===== config.mk =====
export PLATFORM = sky130hd
export DESIGN_NAME = apb_reg_bank_flat
export DESIGN_NICKNAME = d
export VERILOG_FILES = /design/src/rtl/apb_reg_pkg.sv /design/src/rtl/apb_reg_bank_if.sv /design/src/rtl/apb_wait_ctrl.sv /design/src/rtl/apb_reg_bank.sv /design/src/flat_wrapper.sv
export SDC_FILE = /design/constraint.sdc
export NUM_CORES = 1
export LEC_CHECK = 0
export CAP_MARGIN = 40
export CORE_MARGIN = 1.5
export CORE_UTILIZATION = 47
export CTS_CLUSTER_DIAMETER = 40
export DETAILED_ROUTE_END_ITERATION = 16
export DONT_BUFFER_PORTS = 1
export PLACE_DENSITY = 0.62
export SLEW_MARGIN = 10
export SYNTH_ARGS = -nofsm -noshare
export SYNTH_HDL_FRONTEND = slang
export SYNTH_SLANG_ARGS = --single-unit

===== constraint.sdc =====
create_clock -name pclk -period 5.6 [get_ports pclk]
set_input_delay 0.56 -clock pclk [delete_from_list [all_inputs] [get_ports pclk]]
set_output_delay 0.56 -clock pclk [all_outputs]
set_load 0.03 [all_outputs]

===== src/rtl/apb_reg_pkg.sv =====
// ============================================================================
// Module   : apb_reg_pkg
// Purpose  : Shared types, constants and address-map helpers for apb_reg_bank
// Revision : 1.0 - initial release
// ============================================================================
`default_nettype none

package apb_reg_pkg;

    localparam int c_wait_cnt_w = 4;

    typedef enum logic [0:0] {
        ST_IDLE   = 1'b0,
        ST_ACCESS = 1'b1
    } apb_state_e;

    // The three special registers sit directly above the control registers.
    function automatic logic [31:0] status_off(input int nregs);
        return 32'(4 * nregs);
    endfunction

    function automatic logic [31:0] irq_stat_off(input int nregs);
        return 32'(4 * nregs + 4);
    endfunction

    function automatic logic [31:0] irq_en_off(input int nregs);
        return 32'(4 * nregs + 8);
    endfunction

endpackage

`default_nettype wire


===== src/rtl/apb_reg_bank_if.sv =====
// ============================================================================
// Module   : apb_reg_bank_if
// Purpose  : APB bus bundle with master and slave views
// Revision : 1.0 - initial release
// ============================================================================
`default_nettype none

interface apb_reg_bank_if #(
    parameter int AW = 8,
    parameter int DW = 32
) ();

    logic [AW-1:0]   paddr;
    logic            psel;
    logic            penable;
    logic            pwrite;
    logic [DW-1:0]   pwdata;
    logic [DW/8-1:0] pstrb;
    logic            pready;
    logic [DW-1:0]   prdata;
    logic            pslverr;

    modport master (
        output paddr, psel, penable, pwrite, pwdata, pstrb,
        input  pready, prdata, pslverr
    );

    modport slave (
        input  paddr, psel, penable, pwrite, pwdata, pstrb,
        output pready, prdata, pslverr
    );

endinterface

`default_nettype wire


===== src/rtl/apb_wait_ctrl.sv =====
// ============================================================================
// Module   : apb_wait_ctrl
// Purpose  : APB transfer FSM, wait-state counter and pready generation
// Revision : 1.0 - initial release
// ============================================================================
`default_nettype none

module apb_wait_ctrl
    import apb_reg_pkg::*;
#(
    parameter int WAIT = 0
) (
    input  wire logic pclk,
    input  wire logic presetn,
    input  wire logic i_psel,
    input  wire logic i_penable,
    output logic      o_pready
);

    localparam logic [c_wait_cnt_w-1:0] c_wait_val = WAIT[c_wait_cnt_w-1:0];

    apb_state_e              r_state;
    logic [c_wait_cnt_w-1:0] r_count;
    logic                    r_armed;

    logic w_setup;
    logic w_access;
    logic w_pready;

    assign w_setup  = i_psel & ~i_penable;
    assign w_access = i_psel &  i_penable;

    // r_armed records that a setup phase was seen, so an access phase that
    // straddles a reset can never complete.
    assign w_pready = w_access & r_armed & (r_count == c_wait_val);
    assign o_pready = w_pready;

    always_ff @(posedge pclk or negedge presetn) begin
        if (!presetn) begin
            r_state <= ST_IDLE;
            r_count <= '0;
            r_armed <= 1'b0;
        end else begin
            if (w_setup) begin
                r_count <= '0;
                r_armed <= 1'b1;
            end else if (w_pready || !i_psel) begin
                r_armed <= 1'b0;
            end else if (w_access && r_armed) begin
                r_count <= r_count + 1'b1;
            end

            case (r_state)
                ST_IDLE: begin
                    if (w_access && r_armed && !w_pready)
                        r_state <= ST_ACCESS;
                end
                ST_ACCESS: begin
                    if (w_pready || !w_access)
                        r_state <= ST_IDLE;
                end
                default: r_state <= ST_IDLE;
            endcase
        end
    end

endmodule

`default_nettype wire


===== src/rtl/apb_reg_bank.sv =====
// ============================================================================
// Module   : apb_reg_bank
// Purpose  : APB register bank with control regs, STATUS and W1C interrupts
// Revision : 1.0 - initial release
// ============================================================================
`default_nettype none

module apb_reg_bank
    import apb_reg_pkg::*;
#(
    parameter int DW    = 32,
    parameter int AW    = 8,
    parameter int NREGS = 8,
    parameter int WAIT  = 0
) (
    input  wire logic             pclk,
    input  wire logic             presetn,
    apb_reg_bank_if.slave         apb,
    input  wire logic [DW-1:0]    status_i,
    input  wire logic [DW-1:0]    irq_evt_i,
    output logic [NREGS*DW-1:0]   ctrl_o,
    output logic                  irq_o
);

    logic [DW-1:0] r_ctrl [NREGS];
    logic [DW-1:0] r_irq_stat;
    logic [DW-1:0] r_irq_en;
    logic          r_irq;

    logic [31:0]   w_addr;
    logic [31:0]   w_word;
    logic          w_aligned;
    logic          w_hit_ctrl;
    logic          w_hit_status;
    logic          w_hit_stat;
    logic          w_hit_en;
    logic          w_err;
    logic          w_pready;
    logic          w_commit;
    logic [DW-1:0] w_mask;
    logic [DW-1:0] w_clr;
    logic [DW-1:0] w_rdata;

    apb_wait_ctrl #(
        .WAIT (WAIT)
    ) u_wait_ctrl (
        .pclk      (pclk),
        .presetn   (presetn),
        .i_psel    (apb.psel),
        .i_penable (apb.penable),
        .o_pready  (w_pready)
    );

    assign w_addr       = 32'(apb.paddr);
    assign w_word       = w_addr >> 2;
    assign w_aligned    = (w_addr[1:0] == 2'b00);
    assign w_hit_ctrl   = (w_word < 32'(NREGS));
    assign w_hit_status = (w_addr == status_off(NREGS));
    assign w_hit_stat   = (w_addr == irq_stat_off(NREGS));
    assign w_hit_en     = (w_addr == irq_en_off(NREGS));

    assign w_err = ~w_aligned
                 | ~(w_hit_ctrl | w_hit_status | w_hit_stat | w_hit_en)
                 | (w_hit_status & apb.pwrite);

    assign w_commit = w_pready & apb.pwrite & ~w_err;

    for (genvar b = 0; b < DW/8; b++) begin : g_mask
        assign w_mask[b*8 +: 8] = {8{apb.pstrb[b]}};
    end

    assign w_clr = (w_commit && w_hit_stat) ? (apb.pwdata & w_mask) : '0;

    always_comb begin
        w_rdata = '0;
        for (int i = 0; i < NREGS; i++) begin
            if (w_word == 32'(i))
                w_rdata = r_ctrl[i];
        end
        if (w_hit_status) w_rdata = status_i;
        if (w_hit_stat)   w_rdata = r_irq_stat;
        if (w_hit_en)     w_rdata = r_irq_en;
    end

    // pready is held low by the controller while in reset, which also
    // forces pslverr and prdata to zero.
    assign apb.pready  = w_pready;
    assign apb.pslverr = w_pready & w_err;
    assign apb.prdata  = (w_pready && !apb.pwrite && !w_err) ? w_rdata : '0;

    always_ff @(posedge pclk or negedge presetn) begin
        if (!presetn) begin
            for (int i = 0; i < NREGS; i++)
                r_ctrl[i] <= '0;
            r_irq_stat <= '0;
            r_irq_en   <= '0;
            r_irq      <= 1'b0;
        end else begin
            for (int i = 0; i < NREGS; i++) begin
                if (w_commit && w_hit_ctrl && (w_word == 32'(i)))
                    r_ctrl[i] <= (r_ctrl[i] & ~w_mask) | (apb.pwdata & w_mask);
            end
            // Events are OR-ed after the clear so a simultaneous set wins.
            r_irq_stat <= (r_irq_stat & ~w_clr) | irq_evt_i;
            if (w_commit && w_hit_en)
                r_irq_en <= (r_irq_en & ~w_mask) | (apb.pwdata & w_mask);
            r_irq <= |(r_irq_stat & r_irq_en);
        end
    end

    for (genvar i = 0; i < NREGS; i++) begin : g_ctrl_out
        assign ctrl_o[i*DW +: DW] = r_ctrl[i];
    end

    assign irq_o = r_irq;

endmodule

`default_nettype wire

===== src/flat_wrapper.sv =====
// flat-port wrapper written by rule: the top's interface ports become plain ports
module apb_reg_bank_flat import apb_reg_pkg::*;
#(
    parameter int DW    = 32,
    parameter int AW    = 8,
    parameter int NREGS = 8,
    parameter int WAIT  = 0
)
  (pclk, presetn, status_i, irq_evt_i, ctrl_o, irq_o, apb_paddr, apb_psel, apb_penable, apb_pwrite, apb_pwdata, apb_pstrb, apb_pready, apb_prdata, apb_pslverr);
  apb_reg_bank_if #(.AW(AW), .DW(DW)) apb_i ();
  input  wire logic pclk;
  input  wire logic presetn;
  input  wire logic [DW-1:0] status_i;
  input  wire logic [DW-1:0] irq_evt_i;
  output logic [NREGS*DW-1:0] ctrl_o;
  output logic irq_o;
  input wire logic [$bits(apb_i.paddr)-1:0] apb_paddr;
  input wire logic [$bits(apb_i.psel)-1:0] apb_psel;
  input wire logic [$bits(apb_i.penable)-1:0] apb_penable;
  input wire logic [$bits(apb_i.pwrite)-1:0] apb_pwrite;
  input wire logic [$bits(apb_i.pwdata)-1:0] apb_pwdata;
  input wire logic [$bits(apb_i.pstrb)-1:0] apb_pstrb;
  output wire logic [$bits(apb_i.pready)-1:0] apb_pready;
  output wire logic [$bits(apb_i.prdata)-1:0] apb_prdata;
  output wire logic [$bits(apb_i.pslverr)-1:0] apb_pslverr;
  assign apb_i.paddr = apb_paddr;
  assign apb_i.psel = apb_psel;
  assign apb_i.penable = apb_penable;
  assign apb_i.pwrite = apb_pwrite;
  assign apb_i.pwdata = apb_pwdata;
  assign apb_i.pstrb = apb_pstrb;
  assign apb_pready = apb_i.pready;
  assign apb_prdata = apb_i.prdata;
  assign apb_pslverr = apb_i.pslverr;
  apb_reg_bank #(.DW(DW), .AW(AW), .NREGS(NREGS), .WAIT(WAIT)) u_core (.pclk(pclk), .presetn(presetn), .apb(apb_i), .status_i(status_i), .irq_evt_i(irq_evt_i), .ctrl_o(ctrl_o), .irq_o(irq_o));
endmodule

==> qor.yml <==
synth_top_area_share_pct: 50.8
cp_data_arrival_time_ns: 3.31
dp.cells: 1655
dp_hpwl_mm: 36.4
clockRootBuffer: "clkbuf_16"
cts_buffer_depth: 3
power.leakage_nw: 8.64
async_flop_share_pct: 100
fin_setup_tns_ns: 0
synth_fp_nets: 1392
dieArea_mm2: 0.0353
pwr-share-seq_pct: 40.4
routedWlPerCell_um: 30.9
cp_data_required_time_ns: 5.04
core_area_mm2: 0.0336
synthTopCellsByArea: "dfrtp_1 51%, mux2_2 20%, mux4_2 5.5%"
end_kind: "output pin"
cts_buffers: 52
grt_pass1_wl_mm: 79.2
rsz0062_at_grt: "false"
vias_per_cell: 6.42
stdcell_count: 1754
grt_max_degree: 327
ir_drop_mv: 0.321
timing.hold.ws_ns: -0.324
synth_simple_gate_area_share_pct: 9.36
htreeDepth: 2
rows: 67
timing.critical_path.fanout_max: 12
grt_overflow_total: 0
drv_slew: 0
r2r_slack_ns: 2.52
start_kind: "register"
swShare_pct: 21.9
post-route-period-util_pct: 69.1
setup_violations: 0
power.density_mw_per_mm2: 320
final_util_pct: 54.5
grt_pass1_vias: 11600
postLayoutCellArea_mm2: 0.0183
synthXorXnorAreaFrac_pct: 0.164
cts_resized: 0
most-common-layout-cells: "326 x dfrtp_1, 287 x mux2_2, 114 x nand2_1"
ys.warnings.count: 0
drive_above_1_share_pct: 37.6
final_nets: 1376
yosysSeqAreaShare_pct: 50.8
clk_latency_ns: 0.59
synth_flop_cell: "dfrtp_1"
failed_checks: "negative hold slack"
antenna_left: 0
port_buffers: 0
die_y_um: 188
min_period_ns: 3.87
clockPowerShare_pct: 57.6
maxCapViolations: 0
synth-seq-cells: 326
postSynthCellCount: 1277
route.vias.total: 11300
die_x_um: 188
cts.reportedPaths.clkPinSlew_ns: 0.05
place_area_mm2: 0.0165
synthAdderAreaFrac_pct: 0.156
cp-startpoint: "u_core.u_wait_ctrl.r_count[0]$_DFFE_PN0P_"
synth.cell_area_mm2: 0.0161
dr.pass1.iters: 5
start_util_pct: 47.8
synth_top_family_by_area: "multiplexers"
drt_iter0_drc: 888
hold_viol_final: 326
synth.distinct_cells: 63
synth_area_leader_cell: "dfrtp_1"
synth_edf_count: 0
place_congestion: 0.842
p_comb_share_pct: 2.0
grtUsageTotal_pct: 30.7
antenna_found_initial: 6
total_power_mw: 5.87
r2r-start: "u_core.u_wait_ctrl.r_count[0]$_DFFE_PN0P_"
io_pins: 404
intPower_mw: 4.58
syn2layout_area_growth_pct: 14.1
tightestPinTransition_ns: 1.26
switching_power_mw: 1.29
final_common_cell: "dfrtp_1"
fmax_mhz: 258
status: "finished, violations left"
cts_tree: "done"
relSlewSlack_pct: 16.2
route.detailed.drc: 0
path_class: "register to output pin"
synth_compound_area_share_pct: 9.25
wirelength_mm: 54.2
synthMuxAreaShare_pct: 27.5
syn_avg_cell_area_um2: 12.6
skew_ns: 0.0188
cts_num_sinks: 326
min_path_type: "input pin to async pin"
synthesized netlist by cell type (all sizes together) (3+ instances only):
cell / count
nand2: 114
mux2i: 20
o22ai: 14
inv: 15
and3: 4
nor4: 6
nand4: 18
mux2: 297
o211ai: 5
a22o: 3
a21oi: 31
buf: 55
mux4: 39
a21boi: 3
o221ai: 6
dfrtp: 326
or3: 3
a31oi: 6
o31ai: 3
or4: 3
nand2b: 4
nor2b: 18
a22oi: 38
and3b: 4
clkbuf: 40
nor2: 42
nand3: 16
a21o: 33
nor3: 17
and2: 3
a221oi: 5
o21ai: 55
a211oi: 8
worst max-delay path: stages (launching register included):
cell	delay (ns)
dfrtp_1	0.39
inv_1	0.10
ha_1	0.15
and4bb_2	0.27
nand2_1	0.24
or3_1	0.79
a21oi_1	0.79
power groups by stage:
stage                     logic, mW  clock network (mW)  registers, mW
after floorplan               0.144                   0           2.41
after global placement        0.113                   0           2.41
after detailed placement      0.116                   0           2.41
after CTS                     0.117                3.43           2.37
after global routing          0.127                3.53           2.37
final                         0.119                3.38           2.37
kinds of logic (layout without fill, tap and decap cells):
logic type | Yosys count | count (layout)
XOR/XNOR | 3 | 3
flip-flops | 326 | 326
buffers and inverters | 110 | 135
multiplexers | 356 | 356
AO/OA/AOI/OAI | 224 | 224
other | 0 | 4
adder cells (fa/ha/maj) | 2 | 2
AND/OR/NAND/NOR | 256 | 256
path summary, 6_finish.rpt:
path	end	depth (start not counted)
setup reg to reg	register	7
hold reg to reg	u_core.r_irq_stat[28]$_DFF_PN0_	1
max in group asynchronous	async pin	0
setup / recovery	apb_prdata[29]	6
min in group pclk	u_core.r_irq_stat[9]$_DFF_PN0_	1
hold / removal	async pin	0
metal layers:
metal	vias up	part of all wire (%)	global-route usage (%)
li1	4703	-	-
met3	105	10	11.1
met1	5913	40	39.4
met5	-	0.074	0
met2	539	47	47.7
met4	6	3.5	11.1
cell type report:
class | count | area (µm²)
Multi-Input combinational cell | 841 | 7510
Timing Repair Buffer | 25 | 183
Tap cell | 448 | 561
Antenna cell | 4 | 10.0
Sequential cell | 326 | 8160
Clock buffer | 62 | 1430
Fill cell | 2830 | 15300
Inverter | 15 | 56.3
Clock inverter | 33 | 418
timing repair:
action                     CTS  global route
setup buffers                0             0
hold endpoints to repair   326           326
setup endpoints to repair    0             0
stage by stage:
stage / setup slack (ns) / hold WS, ns
after floorplan: 1.71 / 0.264
after global placement: 1.92 / 0.272
after detailed placement: 1.97 / 0.273
after CTS: 1.71 / -0.343
after global routing: 1.59 / -0.350
final: 1.73 / -0.324
Power figures use the tool's default switching activity.
